$ cat src/rtl/shift_pipe.sv
// ---------------------------------------------------------------------------
// shift_pipe
//
// Pipelined barrel shifter with valid/ready handshakes on both sides.
// It supports logical left, logical right, arithmetic right, rotate left and
// rotate right by a variable amount. The pipeline has AW = log2(WIDTH)
// stages, and stage k shifts by 2^k when bit k of the amount is set. The
// pipeline accepts one beat per cycle. Bubbles collapse, so an empty stage
// still fills while later stages are stalled.
//
// Optional feature macro: SHIFT_CARRY_EN
//    When it is defined, the out_carry port exists. out_carry carries the
//    last bit that was shifted or wrapped out, and it is pipelined alongside
//    out_data.
//
// Ports
//    clk        in   rising-edge clock
//    rst        in   synchronous active-high reset
//    in_valid   in   input beat valid
//    in_ready   out  the block can accept an input beat this cycle
//    in_data    in   operand (WIDTH bits)
//    in_amt     in   shift amount, 0 .. 2*WIDTH-1 (AW+1 bits)
//    in_mode    in   0 LSL, 1 LSR, 2 ASR, 3 ROL, 4 ROR, 5-7 pass-through
//    out_valid  out  result valid
//    out_ready  in   the consumer accepts the result
//    out_carry  out  last bit shifted or wrapped out (SHIFT_CARRY_EN only)
//    out_data   out  shifted result (WIDTH bits)
// ---------------------------------------------------------------------------
module shift_pipe #(
   parameter  int WIDTH = 8,
   localparam int AW    = $clog2(WIDTH)
) (
   input  logic             clk,
   input  logic             rst,
   input  logic             in_valid,
   output logic             in_ready,
   input  logic [WIDTH-1:0] in_data,
   input  logic [AW:0]      in_amt,
   input  logic [2:0]       in_mode,
   output logic             out_valid,
   input  logic             out_ready,
`ifdef SHIFT_CARRY_EN
   output logic             out_carry,
`endif
   output logic [WIDTH-1:0] out_data
);

   typedef enum logic [2:0] {
      MODE_LSL = 3'd0,
      MODE_LSR = 3'd1,
      MODE_ASR = 3'd2,
      MODE_ROL = 3'd3,
      MODE_ROR = 3'd4
   } shift_mode_t;

   localparam logic [WIDTH-1:0] LSB_ONE = WIDTH'(1);

   // Shift or rotate by s bits. Reserved modes pass the data through unchanged.
   function automatic logic [WIDTH-1:0] shift_data(input logic [WIDTH-1:0] d,
                                                   input logic [2:0]       mode,
                                                   input int               s);
      logic [WIDTH-1:0] r;
      r = d;
      case (mode)
         MODE_LSL: r = d << s;
         MODE_LSR: r = d >> s;
         MODE_ASR: r = $unsigned($signed(d) >>> s);
         MODE_ROL: r = (d << s) | (d >> (WIDTH - s));
         MODE_ROR: r = (d >> s) | (d << (WIDTH - s));
         default:  r = d;
      endcase
      return r;
   endfunction

`ifdef SHIFT_CARRY_EN
   // Returns the last bit that leaves the word when shifting by s.
   // A rotate-left by s lands d[WIDTH-s] in bit 0, which is the same bit
   // that LSL shifts out last. Likewise ROR lands d[s-1] in the MSB.
   function automatic logic shift_carry(input logic [WIDTH-1:0] d,
                                        input logic [2:0]       mode,
                                        input int               s,
                                        input logic             c);
      case (mode)
         MODE_LSL, MODE_ROL:           return |(d & (LSB_ONE << (WIDTH - s)));
         MODE_LSR, MODE_ASR, MODE_ROR: return |(d & (LSB_ONE << (s - 1)));
         default:                      return c;
      endcase
   endfunction
`endif

   logic [WIDTH-1:0] entry_data;
   logic [AW-1:0]    entry_amt;

   // Resolve out-of-range amounts before the beat enters stage 0.
   // LSL and LSR become all zeros, and ASR becomes all copies of the sign.
   // Each of these then travels the pipeline with a zero amount. Rotates
   // simply drop the top amount bit, which gives the amount modulo WIDTH.
   // Reserved modes get a zero amount so that no stage touches them.
   always_comb begin
      entry_data = in_data;
      entry_amt  = in_amt[AW-1:0];
      if (in_amt[AW]) begin
         case (in_mode)
            MODE_LSL, MODE_LSR: begin
               entry_data = '0;
               entry_amt  = '0;
            end
            MODE_ASR: begin
               entry_data = {WIDTH{in_data[WIDTH-1]}};
               entry_amt  = '0;
            end
            default: ;
         endcase
      end
      if (in_mode > MODE_ROR) begin
         entry_amt = '0;
      end
   end

`ifdef SHIFT_CARRY_EN
   logic entry_carry;

   // An out-of-range ASR has already shifted the sign bit out. Every other
   // beat starts with a clear carry.
   always_comb begin
      entry_carry = 1'b0;
      if (in_amt[AW] && (in_mode == MODE_ASR)) begin
         entry_carry = in_data[WIDTH-1];
      end
   end
`endif

   for (genvar k = 0; k < AW; k++) begin : g_stage
      localparam int S = 1 << k;

      // Each stage sees only the amount bits that remain. Bit 0 is its own
      // bit, and the upper bits are handed on to later stages.
      logic             src_valid;
      logic [WIDTH-1:0] src_data;
      logic [2:0]       src_mode;
      logic [AW-k-1:0]  src_amt;
      logic [WIDTH-1:0] nxt_data;
      logic             st_valid;
      logic [WIDTH-1:0] st_data;
      logic             adv;

      if (k == 0) begin : g_src
         assign src_valid = in_valid;
         assign src_data  = entry_data;
         assign src_mode  = in_mode;
         assign src_amt   = entry_amt;
      end else begin : g_src
         assign src_valid = g_stage[k-1].st_valid;
         assign src_data  = g_stage[k-1].st_data;
         assign src_mode  = g_stage[k-1].g_ctl.st_mode;
         assign src_amt   = g_stage[k-1].g_ctl.st_amt;
      end

      // A stage may load when it is empty or when its contents move on.
      // The chain runs back from out_ready, so in_ready is combinational
      // from out_ready.
      if (k == AW - 1) begin : g_adv
         assign adv = !st_valid || out_ready;
      end else begin : g_adv
         assign adv = !st_valid || g_stage[k+1].adv;
      end

      assign nxt_data = src_amt[0] ? shift_data(src_data, src_mode, S) : src_data;

      // Valid and data register. Data only loads with a real beat, so the
      // output holds steady under backpressure and across bubbles.
      always_ff @(posedge clk) begin
         if (rst) begin
            st_valid <= 1'b0;
            st_data  <= '0;
         end else if (adv) begin
            st_valid <= src_valid;
            if (src_valid) begin
               st_data <= nxt_data;
            end
         end
      end

      // The mode and the remaining amount are only needed by later stages,
      // so the last stage does not carry them.
      if (k < AW - 1) begin : g_ctl
         logic [2:0]      st_mode;
         logic [AW-k-2:0] st_amt;

         always_ff @(posedge clk) begin
            if (rst) begin
               st_mode <= '0;
               st_amt  <= '0;
            end else if (adv && src_valid) begin
               st_mode <= src_mode;
               st_amt  <= src_amt[AW-k-1:1];
            end
         end
      end

`ifdef SHIFT_CARRY_EN
      logic src_carry;
      logic nxt_carry;
      logic st_carry;

      if (k == 0) begin : g_csrc
         assign src_carry = entry_carry;
      end else begin : g_csrc
         assign src_carry = g_stage[k-1].st_carry;
      end

      assign nxt_carry = src_amt[0] ? shift_carry(src_data, src_mode, S, src_carry)
                                    : src_carry;

      // The carry keeps the most recent bit that left the word. Stages that
      // do not shift leave it untouched.
      always_ff @(posedge clk) begin
         if (rst) begin
            st_carry <= 1'b0;
         end else if (adv && src_valid) begin
            st_carry <= nxt_carry;
         end
      end
`endif
   end

   assign in_ready  = g_stage[0].adv;
   assign out_valid = g_stage[AW-1].st_valid;
   assign out_data  = g_stage[AW-1].st_data;
`ifdef SHIFT_CARRY_EN
   assign out_carry = g_stage[AW-1].st_carry;
`endif

endmodule

$ cat config.mk
export PLATFORM = sky130hd
export DESIGN_NAME = shift_pipe
export DESIGN_NICKNAME = d
export VERILOG_FILES = /design/src/rtl/shift_pipe.sv
export SDC_FILE = /design/constraint.sdc
export NUM_CORES = 1
export LEC_CHECK = 0
export BUFFER_PORTS_ARGS = -buffer_cell sky130_fd_sc_hd__buf_2
export CAP_MARGIN = 10
export CORE_MARGIN = 2
export CORE_UTILIZATION = 26
export CTS_CLUSTER_SIZE = 12
export DETAILED_ROUTE_END_ITERATION = 12
export GPL_TIMING_DRIVEN = 1
export HOLD_SLACK_MARGIN = 0.1
export SYNTH_ARGS = -nofsm -noshare
export SYNTH_HDL_FRONTEND = slang
export SYNTH_SLANG_ARGS = --single-unit
$ cat constraint.sdc
create_clock -name clk -period 2.2 [get_ports clk]
set_clock_uncertainty 0.2 [all_clocks]
set_input_delay 0.22 -clock clk [delete_from_list [all_inputs] [get_ports clk]]
set_output_delay 0.22 -clock clk [all_outputs]
set_load 0.1 [all_outputs]
==> impl_metrics.csv <==
group,metric,value,unit
logic_synthesis,synth-main-ff-cell,"dfxtp_1",
setup_path,critical_path_buf_inv_count,4,
logic_synthesis,synth_seq_area_share,30.5,%
global_routing,track_usage,12.5,%
detailed_routing,vias,2327,
pwr,powerDensity,605,mW/mm²
setup_path,crit_family,"buffers and inverters",
detailed_routing,initialDrtViolationCount,147,
pwr,p_sw_share,30.6,%
logic_synthesis,synth.area.top_cells,"dfxtp_1 (30%), a21oi_1 (8.2%), nand2_1 (7.3%)",
sta,holdWs,0.106,ns
pwr,clkPwrFrac,35.2,%
sta,finalSetupTns,0,ns
detailed_routing,antenna_left,0,
global_routing,antenna_found_initial,0,
pwr,p_int,1140,µW
floorplan,ios,29,
detailed_routing,wl,5.93,mm
worst_hold_path,min_path_cells,3,
sta,tightest_slew,0.565,ns
logic_synthesis,yosysTopAreaCell,"dfxtp_1",
setup_path,cp_max_fo,4,
sta,slew_violations,0,
logic_synthesis,synth_edf_count,0,
logic_synthesis,ys_types,53,
setup_path,worstPathCellList,"dlygate4sd3_1 > buf_2 > nand4b_1 > buf_4 > buf_2",
logic_synthesis,synth_top_area_share,30.5,%
setup_path,critPathKind,"input port to output port",
clock_tree,cts.sinks,36,
setup_path,required,1.78,ns
worst_hold_path,min_path_type,"input port to register",
floorplan,placeableCoreArea,0.00876,mm²
sta,max_slew_margin,62.2,%
detailed_routing,drt_pass1_iterations,4,
layout,fin_util,30.9,%
logic_synthesis,synth_seq_cells,36,
layout,drive_gt1_share,15.4,%
pwr,ir_drop,262,µV
layout,syn_to_final_growth,14.6,%
sta,hold_violations,0,
logic_synthesis,synthTopCellsByCount,"nand2_1 (46), a21oi_1 (39), dfxtp_1 (36)",
setup_path,cp_data_arrival_time,1.56,ns
sta,setup_viol,0,
sta,finalWorstPathRequiredPeriod,1.98,ns
global_routing,gr-total-overflow,0,
floorplan,die_h,99.4,µm
global_routing,grt_pass1_wl,10.4,mm
floorplan,die_area,0.00988,mm²
setup_path,critical-path-max-stage-delay,0.53,ns
pwr,p_leak,0.00101,µW
clock_tree,cts_buffer_depth,2,
setup_path,end_kind,"output port",
clock_tree,root_buffer,"clkbuf_8",
clock_tree,cts_tree,"built",
clock_tree,cts.clk_slew.worst_paths,0.07,ns
global_routing,grt_max_degree,22,
detailed_routing,vias_per_cell,5.23,
pwr,pwr-share-seq,44.4,%
floorplan,fp.dieW,99.4,µm
logic_synthesis,syn_nets,337,
job,maxCapViolations,0,
floorplan,start_util,27.0,%
placed_design,portBuffers,28,
logic_synthesis,synth_cells,318,
placed_design,hpwlAfterDp,4.39,mm
placed_design,gp_congestion,0.862,
floorplan,fp-row-count,34,
setup_path,crit_path_frequent_cell,"buf_2",
logic_synthesis,synth_warnings,0,
outcome,run_status,"finished clean",
clock_tree,numCtsBuffers,5,
pwr,combPwrFrac,20.4,%
sta,post-route-period-util,90.0,%
layout,n_antenna_cell,0,
detailed_routing,drc,0,
setup_path,cp.depth,5,
clock_tree,clkLatencyLatePin,0.29,ns
clock_tree,post_cts_buffers,0,
logic_synthesis,syn_area,0.00237,mm²
setup_path,crit_slowest_cell,"dlygate4sd3_1",
sta,fmax,0.505,GHz
logic_synthesis,synthArstFlopShare,0,%
detailed_routing,wl_per_cell,13.3,µm
clock_tree,htreeDepth,2,
sta,rsz0062_at_grt,"false",
logic_synthesis,yosysMostFrequentCell,"nand2_1",
setup_path,r2r_cells,5,
layout,fill_cells,954,
pwr,p_sw,503,µW
global_routing,grt_pass1_vias,2230,
logic_synthesis,syn_area_per_cell,7.44,µm²
setup_path,critPathLaunchType,"input port",
layout,nets,355,
[final timing paths]
check / from / end / slack [ns]
worst min register to register: g_stage[0].g_ctl.st_amt[1] / g_stage[1].g_ctl.st_amt / 0.29
worst max-delay path: out_ready / in_ready / 0.22
worst max register to register: g_stage[0].g_ctl.st_mode[1] / g_stage[1].st_data[4] / 0.43
worst min-delay path: in_data[4] / g_stage[0].st_data[4] / 0.11
[what timing repair did]
action,4_1_cts,5_1_grt
endpoints found under the hold margin,6,0
gates resized for setup,0,0
hold buffers,5,0
[final cells by class]
type                            count  area [µm²]  share of cell area (%)
Sequential cell                    36         724                    26.7
Timing Repair Buffer               38         228                    8.40
Clock inverter                      3        42.5                    1.57
Inverter                            5        18.8                   0.692
Tap cell                          108         135                    4.98
Multi-Input combinational cell    250        1490                    55.1
Clock buffer                        5        68.8                    2.54
[per-stage QoR]
stage / std cells / area (µm²) / worst slack, ns / power [µW]
after floorplan: 318 / 2380 / -0.604 / 997
after global placement: 432 / 2550 / 0.341 / 1070
after detailed placement: 432 / 2550 / 0.320 / 1070
after CTS: 445 / 2710 / 0.228 / 1660
after global routing: 445 / 2710 / 0.129 / 1730
final: 445 / 2710 / 0.221 / 1640
[worst min-delay path, stage by stage]
cell and delay [ns]:
buf_2 0.13, a21oi_1 0.13, o31ai_1 0.07
[sequential cells by signal, summed over array words and instances, names as in the netlist]
name,cells
g_stage.g_ctl.st_amt,3
g_stage.g_ctl.st_mode,6
g_stage.st_data,16
g_stage.st_valid,2
out_data,8
out_valid,1
[cells in the final DEF (no fill, tap or decap), types with 5 or more instances in the layout]
cell type      count
o21ai_1            7
o31ai_1            7
a221oi_1           5
o21ai_0           12
dfxtp_1           35
o22ai_1            7
mux2i_1            8
a21oi_1           39
buf_2             28
nor2b_1            5
buf_4              5
clkbuf_8           5
nand2b_1           6
nor3_1             8
inv_1              5
nand3_1           11
nand2_1           45
nor2_1            27
dlygate4sd3_1      5
[per-layer routing]
metal | track usage [%] | part of all wire, % | routed length, µm
met1 | 16.0 | 48 | 2830
met4 | 4.11 | 0.67 | 40
met3 | 2.53 | 5.2 | 310
met5 | 0 | 0 | 0
met2 | 21.0 | 46 | 2750
[cells by family (layout without fill, tap and decap cells)]
family | count (synthesis) | in the layout | synth area share [%]
compound gates | 107 | 107 | 29.6
xor+xnor | 1 | 1 | 1.16
fa+ha+maj | 2 | 2 | 0.846
buf+inv | 32 | 51 | 6.72
flops | 36 | 36 | 30.5
mux | 9 | 9 | 3.86
simple gates | 131 | 131 | 27.4
[power by group through the flow]
| stage | Combinational, µW | Clock (µW) | Sequential (µW) |
|---|---|---|---|
| 2_1_floorplan | 218 | 0 | 778 |
| 3_3_place_gp | 325 | 0 | 742 |
| 3_5_place_dp | 326 | 0 | 743 |
| 4_1_cts | 334 | 596 | 728 |
| 5_1_grt | 370 | 622 | 735 |
| 6_report | 334 | 578 | 729 |
Note: power is estimated with default switching activity, not from simulation.
